### config.mk
export PLATFORM = sky130hd
export DESIGN_NAME = stopwatch_digit_source_flat
export DESIGN_NICKNAME = d
export VERILOG_FILES = /design/src/rtl/stopwatch_digit_source_pkg.sv /design/src/rtl/stopwatch_digit_source_if.sv /design/src/rtl/stopwatch_digit_source_debounce.sv /design/src/rtl/stopwatch_digit_source.sv /design/src/flat_wrapper.sv
export SDC_FILE = /design/constraint.sdc
export NUM_CORES = 1
export LEC_CHECK = 0
export ABC_CLOCK_PERIOD_IN_PS = 2400
export CAP_MARGIN = 10
export CORE_UTILIZATION = 50
export DETAILED_ROUTE_END_ITERATION = 8
export GPL_TIMING_DRIVEN = 0
export PLACE_DENSITY_LB_ADDON = 0.15
export SETUP_SLACK_MARGIN = 0.1
export SKIP_CTS_REPAIR_TIMING = 1
export SLEW_MARGIN = 20
export SYNTH_ARGS = -nofsm -noshare
export SYNTH_HDL_FRONTEND = slang
export SYNTH_SLANG_ARGS = --single-unit
### constraint.sdc
create_clock -name clk -period 2.4 [get_ports clk]
set_input_delay 0.36 -clock clk [delete_from_list [all_inputs] [get_ports clk]]
set_output_delay 0.36 -clock clk [all_outputs]
set_load 0.1 [all_outputs]
### src/rtl/stopwatch_digit_source_pkg.sv
// Shared types and constants for the centisecond stopwatch digit source.
package stopwatch_pkg;

    typedef enum logic [1:0] {
        IDLE  = 2'd0,
        RUN   = 2'd1,
        PAUSE = 2'd2
    } sw_state_e;

    localparam logic [3:0]  BCD_MAX    = 4'd9;
    localparam int unsigned NUM_DIGITS = 4;
    localparam int unsigned DIGIT_W    = 4;

    typedef logic [NUM_DIGITS*DIGIT_W-1:0] bcd_count_t;

    typedef struct packed {
        logic       wrap;
        bcd_count_t value;
    } bcd_step_t;

    // Ripple-carry BCD increment; any digit at or above BCD_MAX wraps to zero.
    function automatic bcd_step_t bcd_inc(input bcd_count_t v);
        bcd_step_t r;
        logic      carry;
        r.value = v;
        carry   = 1'b1;
        for (int unsigned i = 0; i < NUM_DIGITS; i++) begin
            if (carry) begin
                if (v[i*DIGIT_W +: DIGIT_W] >= BCD_MAX) begin
                    r.value[i*DIGIT_W +: DIGIT_W] = '0;
                end else begin
                    r.value[i*DIGIT_W +: DIGIT_W] = v[i*DIGIT_W +: DIGIT_W] + 4'd1;
                    carry = 1'b0;
                end
            end
        end
        r.wrap = carry;
        return r;
    endfunction

endpackage

### src/rtl/stopwatch_digit_source_if.sv
// Display-side bus from the stopwatch to the seven-segment controller.
interface stopwatch_digit_source_if;
    import stopwatch_pkg::*;

    bcd_count_t digits;
    logic       tick;
    logic       rollover;
    logic       running;

    modport master (output digits, output tick, output rollover, output running);
    modport slave  (input  digits, input  tick, input  rollover, input  running);

endinterface

### src/rtl/stopwatch_digit_source_debounce.sv
// Button conditioner: 2-FF synchroniser, stability counter, press pulse on debounced rise.
module btn_debounce #(
    parameter int unsigned DEBOUNCE_CYCLES = 1_000_000
) (
    input  logic clk,
    input  logic rst,
    input  logic btn,
    output logic press
);

    localparam int unsigned CNT_W = (DEBOUNCE_CYCLES > 1) ? $clog2(DEBOUNCE_CYCLES) : 1;
    localparam logic [CNT_W-1:0] CNT_LAST = CNT_W'(DEBOUNCE_CYCLES - 1);

    logic             sync_a;
    logic             sync_b;
    logic             level;
    logic [CNT_W-1:0] cnt;

    always_ff @(posedge clk) begin
        if (rst) begin
            sync_a <= 1'b0;
            sync_b <= 1'b0;
        end else begin
            sync_a <= btn;
            sync_b <= sync_a;
        end
    end

    // cnt tracks how many consecutive samples have disagreed with the current level.
    always_ff @(posedge clk) begin
        if (rst) begin
            cnt   <= '0;
            level <= 1'b0;
            press <= 1'b0;
        end else begin
            press <= 1'b0;
            if (sync_b == level) begin
                cnt <= '0;
            end else if (cnt == CNT_LAST) begin
                cnt   <= '0;
                level <= sync_b;
                press <= sync_b;
            end else begin
                cnt <= cnt + CNT_W'(1);
            end
        end
    end

endmodule

### src/rtl/stopwatch_digit_source.sv
// Centisecond stopwatch (SS.cc) feeding the 4-digit display controller.
// Optional lap hold on btn_lap when STOPWATCH_LAP_HOLD_EN is defined.
module stopwatch_digit_source
    import stopwatch_pkg::*;
#(
    parameter int unsigned CLK_HZ          = 100_000_000,
    parameter int unsigned TICK_HZ         = 100,
    parameter int unsigned DEBOUNCE_CYCLES = 1_000_000
) (
    input  logic                     clk,
    input  logic                     rst,
    input  logic                     btn_start,
    input  logic                     btn_clear,
`ifdef STOPWATCH_LAP_HOLD_EN
    input  logic                     btn_lap,
`endif
    stopwatch_digit_source_if.master disp
);

    localparam int unsigned DIV   = CLK_HZ / TICK_HZ - 1;
    localparam int unsigned PRE_W = (DIV > 0) ? $clog2(DIV + 1) : 1;
    localparam logic [PRE_W-1:0] PRE_LAST = PRE_W'(DIV);

    logic             start_p;
    logic             clear_p;
    sw_state_e        state_q;
    sw_state_e        state_d;
    logic             zero_count;
    logic [PRE_W-1:0] presc_q;
    bcd_count_t       count_q;
    bcd_step_t        step;
    logic             tick_q;
    logic             rollover_q;
    logic             running_q;

    btn_debounce #(.DEBOUNCE_CYCLES(DEBOUNCE_CYCLES)) u_db_start (
        .clk   (clk),
        .rst   (rst),
        .btn   (btn_start),
        .press (start_p)
    );

    btn_debounce #(.DEBOUNCE_CYCLES(DEBOUNCE_CYCLES)) u_db_clear (
        .clk   (clk),
        .rst   (rst),
        .btn   (btn_clear),
        .press (clear_p)
    );

    always_ff @(posedge clk) begin
        if (rst) begin
            state_q   <= IDLE;
            running_q <= 1'b0;
        end else begin
            state_q   <= state_d;
            running_q <= (state_d == RUN);
        end
    end

    // Start wins in RUN (clear ignored there); clear wins in PAUSE and IDLE.
    always_comb begin
        state_d    = state_q;
        zero_count = 1'b0;
        unique case (state_q)
            IDLE: begin
                if (clear_p) begin
                    zero_count = 1'b1;
                end else if (start_p) begin
                    state_d = RUN;
                end
            end
            RUN: begin
                if (start_p) begin
                    state_d = PAUSE;
                end
            end
            PAUSE: begin
                if (clear_p) begin
                    state_d    = IDLE;
                    zero_count = 1'b1;
                end else if (start_p) begin
                    state_d = RUN;
                end
            end
            default: state_d = IDLE;
        endcase
    end

    always_comb step = bcd_inc(count_q);

    // Prescaler only advances in RUN, so PAUSE keeps the sub-tick phase.
    always_ff @(posedge clk) begin
        if (rst) begin
            presc_q    <= '0;
            count_q    <= '0;
            tick_q     <= 1'b0;
            rollover_q <= 1'b0;
        end else begin
            tick_q     <= 1'b0;
            rollover_q <= 1'b0;
            if (zero_count) begin
                presc_q <= '0;
                count_q <= '0;
            end else if (state_q == RUN) begin
                if (presc_q == PRE_LAST) begin
                    presc_q    <= '0;
                    tick_q     <= 1'b1;
                    count_q    <= step.value;
                    rollover_q <= step.wrap;
                end else begin
                    presc_q <= presc_q + PRE_W'(1);
                end
            end
        end
    end

`ifdef STOPWATCH_LAP_HOLD_EN
    logic       lap_p;
    logic       hold_q;
    bcd_count_t held_q;

    btn_debounce #(.DEBOUNCE_CYCLES(DEBOUNCE_CYCLES)) u_db_lap (
        .clk   (clk),
        .rst   (rst),
        .btn   (btn_lap),
        .press (lap_p)
    );

    always_ff @(posedge clk) begin
        if (rst || zero_count) begin
            hold_q <= 1'b0;
            held_q <= '0;
        end else if (state_q == RUN) begin
            if (start_p) begin
                hold_q <= 1'b0;
            end else if (lap_p) begin
                hold_q <= ~hold_q;
                held_q <= count_q;
            end
        end
    end

    assign disp.digits = hold_q ? held_q : count_q;
`else
    assign disp.digits = count_q;
`endif

    assign disp.tick     = tick_q;
    assign disp.rollover = rollover_q;
    assign disp.running  = running_q;

endmodule

### src/flat_wrapper.sv
// flat-port wrapper written by rule: the top's interface ports become plain ports
module stopwatch_digit_source_flat import stopwatch_pkg::*;
#(
    parameter int unsigned CLK_HZ          = 100_000_000,
    parameter int unsigned TICK_HZ         = 100,
    parameter int unsigned DEBOUNCE_CYCLES = 1_000_000
)
  (clk, rst, btn_start, btn_clear, disp_digits, disp_tick, disp_rollover, disp_running);
  stopwatch_digit_source_if disp_i ();
  input  logic clk;
  input  logic rst;
  input  logic btn_start;
  input  logic btn_clear;
  output wire logic [$bits(disp_i.digits)-1:0] disp_digits;
  output wire logic [$bits(disp_i.tick)-1:0] disp_tick;
  output wire logic [$bits(disp_i.rollover)-1:0] disp_rollover;
  output wire logic [$bits(disp_i.running)-1:0] disp_running;
  assign disp_digits = disp_i.digits;
  assign disp_tick = disp_i.tick;
  assign disp_rollover = disp_i.rollover;
  assign disp_running = disp_i.running;
  stopwatch_digit_source #(.CLK_HZ(CLK_HZ), .TICK_HZ(TICK_HZ), .DEBOUNCE_CYCLES(DEBOUNCE_CYCLES)) u_core (.clk(clk), .rst(rst), .btn_start(btn_start), .btn_clear(btn_clear), .disp(disp_i));
endmodule
==> results of run 1 <==
-- kinds of logic after synthesis --
| group | Yosys count |
|---|---|
| flops | 89 |
| simple gates | 224 |
| xor+xnor | 59 |
| buf+inv | 29 |
| mux | 6 |
| compound gates | 25 |
| fa+ha+maj | 15 |
-- power groups by stage --
| stage | combinational [mW] | clock [mW] | sequential [mW] |
|---|---|---|---|
| 6_report | 0.0359 | 1.07 | 1.48 |
| 5_1_grt | 0.0401 | 1.16 | 1.48 |
| 4_1_cts | 0.0367 | 1.09 | 1.48 |
| 3_5_place_dp | 0.0366 | 0 | 1.52 |
| 3_3_place_gp | 0.0362 | 0 | 1.52 |
| 2_1_floorplan | 0.0236 | 0 | 1.52 |
-- per-stage QoR --
step | area, um^2 | setup slack [ns] | hold slack (ns)
after floorplan | 4084 | 0.1549 | 0.4138
after global placement | 4422 | 0.4064 | 0.4191
after detailed placement | 4422 | 0.4014 | 0.4443
after CTS | 4629 | 0.02012 | 0.2930
after global routing | 4657 | 0.1004 | 0.2851
final | 4657 | 0.1542 | 0.2880
-- registers in the layout, summed over array words and instances (netlist names) --
register	count
u_core.disp.rollover	1
u_core.u_db_clear.sync_a	1
u_core.presc_q	20
u_core.disp.tick	1
u_core.u_db_clear.press	1
u_core.u_db_clear.level	1
u_core.u_db_start.level	1
u_core.state_q	2
u_core.u_db_start.cnt	20
u_core.u_db_start.press	1
u_core.u_db_start.sync_b	1
u_core.u_db_clear.sync_b	1
u_core.u_db_start.sync_a	1
u_core.disp.digits	16
u_core.u_db_clear.cnt	20
u_core.disp.running	1
-- final timing paths --
check	startpoint	endpoint	slack, ns	depth (start not counted)
max reg2reg	u_core.presc_q[0]	u_core.disp.digits[15]	0.40	6
max	u_core.disp.digits[7]	disp_digits[7]	0.15	1
min	rst	u_core.u_db_start.sync_b	0.29	2
min reg2reg	u_core.u_db_clear.sync_a	u_core.u_db_clear.sync_b	0.46	1
-- placed cells by master (no fill, tap or decap), types with 12 or more instances in the layout --
master / count
xor2_1: 36
nand3_1: 26
clkbuf_8: 12
nor2_1: 85
xnor2_1: 23
nand2_1: 29
ha_1: 15
dfxtp_1: 84
nand4_1: 16
inv_1: 18
-- metal layers --
metal / vias up / wire length [um] / GRT usage, %
li1: 1590 / - / -
met1: 1472 / 3780 / 25.30
met2: 28 / 3418 / 30.86
met3: 10 / 171 / 3.859
met4: 0 / 125 / 8.333
met5: - / 0 / 0
-- area by class of cell --
type	instances	area [um^2]
Fill cell	704	3151
Multi-Input combinational cell	329	2170
Sequential cell	89	1788
Timing Repair Buffer	21	237.7
Clock buffer	14	172.7
Tap cell	102	127.6
Inverter	18	67.56
Buffer	11	58.81
Clock inverter	2	35.03
==> Implementation_results.wiki, run 1 <==
{| class="wikitable"
! Metric !! Value
|-
| Run status || finished clean
|-
| Largest family of logic cells by synthesized area || simple AND/OR/NAND/NOR gates
|-
| Internal cell power || 2.057 mW
|-
| Cell count after synthesis || 447
|-
| Critical Path Sink Type || output pin
|-
| Total GRT Usage || 19.32%
|-
| Share of synthesized cell area in full adder, half adder and majority cells || 4.603%
|-
| Level count of the clock H-tree || 3
|-
| Yosys top cell area share || 43.69%
|-
| Most instantiated cells after synthesis || dfxtp_1, nor2_1, xor2_1
|-
| Remaining routing DRC violations || 0
|-
| Power after layout || 2.589 mW
|-
| Number of buffers inserted by port buffering || 21
|-
| Clock Root Buffer || clkbuf_8
|-
| Seq/Total Area, Yosys || 43.69%
|-
| Post-Synthesis Net Count || 466
|-
| Antenna violations before repair || 0
|-
| Via Count || 3100
|-
| Cell with the largest stage delay on the worst path || clkdlybuf4s50_1
|-
| Die width || 92.31 um
|-
| Dpl hpwl || 5229 um
|-
| Switching share of power || 20.54%
|-
| Final slew viol count || 0
|-
| Reported leakage power || 1.814 nW
|-
| Most used standard cell by instance count after synthesis || dfxtp_1
|-
| Net switching component of the power || 531.7 uW
|-
| Vias per cell || 5.290
|-
| Class of the tightest hold or removal check || in -> reg
|-
| MaxCap Viol Count || 0
|-
| Fraction of the core area covered by cells at the end of the flow || 59.65%
|-
| Combinational fraction of design power || 1.4%
|-
| Vias in the first global route || 2955
|-
| Clock tree from TritonCTS || yes
|-
| Final-layout setup total negative slack || 0 ns
|-
| Starting density of the core || 52.23%
|-
| Fraction of final layout cells sized beyond drive strength 1 || 9.504%
|-
| Final period utilization || 93.57%
|-
| Average cell area after synthesis || 9.122 um^2
|-
| Number of placement rows || 32
|-
| NumNets Final || 498
|-
| Final Hold Violating Endpoints || 0
|-
| Sequence of cells on the critical path || clkdlybuf4s50_1
|-
| Area added between synthesis and finish || 14.21%
|-
| Maximum fanout along the worst path || 4
|-
| Antenna Violating Nets Remaining || 0
|-
| Final weighted congestion in routability-driven placement || 0.7887
|-
| Most used flip-flop cell after synthesis || dfxtp_1
|-
| Cell family contributing the most delay on the critical path || buffers and inverters
|-
| Clock tree buffer depth || 2
|-
| Sequential share of power || 57.2%
|-
| Cell count after placement || 570
|-
| RSZ-0062 raised after global routing || false
|-
| Slew @ Worst Pin || 0.9946 ns
|-
| Buffers & Inverters on Critical Path || 1
|-
| 1st-pass router iterations || 4
|-
| Number of warning messages in the yosys log || 0
|-
| Flops & latches, synth || 89
|-
| Share of total power in the clock network || 41.4%
|-
| Largest net degree at the start of global routing || 14
|-
| Clock-pin slew on the worst setup and hold paths || 0.08 ns
|-
| Xor-xnor portion of the synthesized cell area || 12.67%
|-
| Count of inserted antenna diode cells || 0
|-
| Final cell count without fillers || 586
|-
| Rel. slew slack || 33.59%
|-
| Count of flip-flops with a built-in enable after synthesis || 0
|-
| Number of setup violations in the final report || 0
|-
| Final period demand of the worst path || 2.246 ns
|-
| Maximum clock skew at final layout || 0.008981 ns
|-
| Power density over the cells || 555.9 nW/um^2
|-
| Starting DRC count in detailed routing || 63
|-
| Synthesized cell area || 4078 um^2
|-
| Total number of clock tree sinks || 89
|-
| Top post-synthesis cells by area || dfxtp_1, nor2_1, xor2_1
|-
| Number of I/O pins || 23
|-
| Crit Path Class || reg -> out
|-
| Most area-hungry cell type in the Yosys netlist || dfxtp_1
|-
| Wire length of the first global-routing pass || 13230 um
|-
| Data arrival time of the critical path || 1.89 ns
|-
| Worst vdd rail ir drop || 0.2902 mV
|-
| Chip height || 92.31 um
|-
| Startpoint types || flip-flop
|-
| CTS buffer count || 9
|-
| Share of synthesized registers carrying an async set or reset || 0%
|-
| Share of cell area taken by muxes after synthesis || 1.473%
|-
| Simple-gate area share of the yosys netlist || 30.29%
|-
| Data required time of the worst path || 2.04 ns
|-
| Achievable clock frequency || 0.4453 GHz
|-
| Synthesized-area fraction occupied by ao, oa, aoi and oai cells || 4.173%
|-
| Clk Latency, worst-skew pair || 0.35 ns
|-
| Remaining global-route overflow || 0
|-
| Post-detailed-routing wire length || 7494 um
|-
| Worst path max stage delay || 1.15 ns
|-
| Wire per inst || 12.79 um
|-
| Total die area || 8520 um^2
|-
| Core region area || 7807 um^2
|-
| Count of different cell masters after synthesis || 53
|}
Power figures use the tool's default switching activity.
==> run 2: changes to the inputs <==
- CAP_MARGIN: 10 -> 40
- SLEW_MARGIN: 20 -> 25
==> run 2 against run 1 <==
Against the previous run: clock skew rose by 0.0018 ns; non-clock buffer count is 19 higher; clock power grew 6%; sequential power about the same; critical path type is now reg -> reg; critical endpoint is now u_core.disp.digits[15].
==> Implementation_results.wiki, run 2 (synthesis gave the netlist of run 1 again) <==
{| class="wikitable"
! Metric !! Value
|-
| CTS buffer count || 9 (unchanged)
|-
| Hold WS || 0.2952 ns (+0.007201 ns)
|-
| Worst path max stage delay || 0.59 ns (-0.56 ns)
|-
| Largest registers ranked by flip-flop count || u_core.presc_q x20, u_core.u_db_clear.cnt x20, u_core.u_db_start.cnt x20
|-
| Antenna Violating Nets Remaining || 0 (unchanged)
|-
| Final period utilization || 84.76% (-8.8 points)
|-
| Worst R2R Start || u_core.presc_q[0]
|-
| Run status || finished clean
|-
| Clock Root Buffer || clkbuf_8
|-
| Area added between synthesis and finish || 21.14%
|-
| RSZ-0062 raised after global routing || false
|-
| Remaining global-route overflow || 0 (unchanged)
|-
| Dpl hpwl || 5551 um (+6.1%)
|-
| Data required time of the worst path || 2.61 ns (+0.57 ns)
|-
| Total number of clock tree sinks || 89 (unchanged)
|-
| Slew @ Worst Pin || 0.7646 ns (-0.2300 ns)
|-
| Number of buffers inserted by port buffering || 21 (unchanged)
|-
| Startpoint types || flip-flop
|-
| Final weighted congestion in routability-driven placement || 0.7887 (unchanged)
|-
| Remaining routing DRC violations || 0 (unchanged)
|-
| Data arrival time of the critical path || 2.24 ns (+0.35 ns)
|-
| Maximum clock skew at final layout || 0.01079 ns (+0.001806 ns)
|-
| Achievable clock frequency || 0.4916 GHz (+10%)
|-
| Wire length of the first global-routing pass || 13550 um (+2.4%)
|-
| NumNets Final || 517 (+3.8%)
|-
| Power density over the cells || 536.7 nW/um^2 (-3.5%)
|-
| Post-detailed-routing wire length || 7704 um (+2.8%)
|-
| Clock tree from TritonCTS || yes
|-
| Core region area || 7807 um^2 (unchanged)
|-
| Destination of the worst hold path || u_core.u_db_clear.sync_a
|-
| Reg-to-Reg End || u_core.disp.digits[15]
|-
| Critical path depth in cells || 6 (+5)
|-
| Antenna violations before repair || 0 (unchanged)
|-
| Final slew viol count || 0 (unchanged)
|-
| Crit Path Class || reg -> reg
|-
| Total GRT Usage || 19.60% (+0.28 points)
|-
| Min-Delay Startpoint || rst
|-
| Count of inserted antenna diode cells || 0 (unchanged)
|-
| Most used cells in the layout excluding fill and tap cells || nor2_1, dfxtp_1, xor2_1
|-
| Number of I/O pins || 23 (unchanged)
|-
| Final-layout setup total negative slack || 0 ns (unchanged)
|-
| Rel. slew slack || 48.64% (+15 points)
|-
| Starting density of the core || 52.23% (unchanged)
|-
| Buffers & Inverters on Critical Path || 0 (-1)
|-
| Most common library cell in the layout ignoring fill and taps || nor2_1
|-
| MaxCap Viol Count || 0 (unchanged)
|-
| Slack of the worst reg-to-reg path || 0.37 ns (-0.03 ns)
|-
| Number of placement rows || 32 (unchanged)
|-
| Class of the tightest hold or removal check || in -> reg
|-
| Level count of the clock H-tree || 3 (unchanged)
|-
| Via Count || 3177 (+2.5%)
|-
| Die width || 92.31 um (unchanged)
|-
| Vias in the first global route || 3047 (+3.1%)
|-
| Vias per cell || 5.251 (-0.73%)
|-
| Starting DRC count in detailed routing || 82 (+30%)
|-
| Final period demand of the worst path || 2.034 ns (-0.2116 ns)
|-
| Number of setup violations in the final report || 0 (unchanged)
|-
| Critical Path Sink Type || flip-flop
|-
| Clock-pin slew on the worst setup and hold paths || 0.08 ns (about the same)
|-
| Cell with the largest stage delay on the worst path || or4_4
|-
| Cell family contributing the most delay on the critical path || simple AND/OR/NAND/NOR gates
|-
| Clk Latency, worst-skew pair || 0.34 ns (about the same)
|-
| Chip height || 92.31 um (unchanged)
|-
| Reported leakage power || 1.755 nW (-3.2%)
|-
| Final Hold Violating Endpoints || 0 (unchanged)
|-
| Reg2reg path depth || 6 (unchanged)
|-
| Maximum fanout along the worst path || 6 (+2)
|-
| Worst vdd rail ir drop || 0.4001 mV (+38%)
|-
| Fraction of final layout cells sized beyond drive strength 1 || 13.12% (+3.6 points)
|-
| Total die area || 8520 um^2 (unchanged)
|-
| WHS Path Cells || 2 (unchanged)
|-
| Largest net degree at the start of global routing || 15 (+1)
|-
| 1st-pass router iterations || 4 (unchanged)
|-
| Wire per inst || 12.73 um (-0.43%)
|-
| Number of fill cells in the layout || 680 (-3.4%)
|-
| Sequence of cells on the critical path || ha_1, and3_2, nand4_4, or4_4, nor2_2, a211oi_1
|-
| Clock tree buffer depth || 2 (unchanged)
|}
## run 2: cell count changes in the layout (fill, tap and decap cells not counted)
cell,change
buf_16,+1
buf_8,+18
bufinv_16,+1
clkbuf_1,-1
clkbuf_8,-2
clkdlybuf4s50_1,+11
clkinv_2,+1
clkinv_4,+1
dlymetal6s2s_1,-11
## run 2: through the flow
stage	instances	cell area, um^2	setup slack [ns]	util (%)	total power [mW]
after floorplan	447	4084	0.1549	-	1.540
after global placement	570	4422	0.4064	56.63	1.553
after detailed placement	589	4720	0.3776	60.45	1.553
after CTS	605	4940	0.3645	63.27	2.675
after global routing	605	4940	0.2689	63.27	2.746
final	605	4940	0.3658	63.27	2.651
## run 2: worst max-delay path by stage
stage / from / endpoint / slack, ns
final: u_core.presc_q[0] / u_core.disp.digits[15] / 0.37
after global routing: u_core.presc_q[0] / u_core.disp.digits[10] / 0.27
after CTS: u_core.presc_q[0] / u_core.disp.digits[15] / 0.36
after detailed placement: u_core.presc_q[0] / u_core.disp.digits[15] / 0.38
after global placement: u_core.presc_q[0] / u_core.disp.digits[15] / 0.41
after floorplan: u_core.disp.digits[6] / u_core.disp.digits[10] / 0.15
## run 2: area by class of cell
cell class	instances	area [um^2]	share of cell area, %
multi-input combinational	329	2170	43.92
sequential	89	1788	36.20
timing repair buffer	40	508.0	10.28
clock buffer	11	141.4	2.862
tap	102	127.6	2.584
clock inverter	5	78.83	1.596
inverter	18	67.56	1.368
buffer	11	58.81	1.190
## run 2: power breakdown
group | switching [mW] | internal [mW]
Clock | 0.519 | 0.615
Combinational | 0.0253 | 0.0110
Sequential | 0.00249 | 1.48
## run 2: layer usage
layer	up-vias	track usage [%]	wire, um
met2	25	32.22	3632
met3	11	4.269	135
met5	-	0	0
met1	1522	25.58	3829
li1	1619	-	-
met4	0	6.120	106
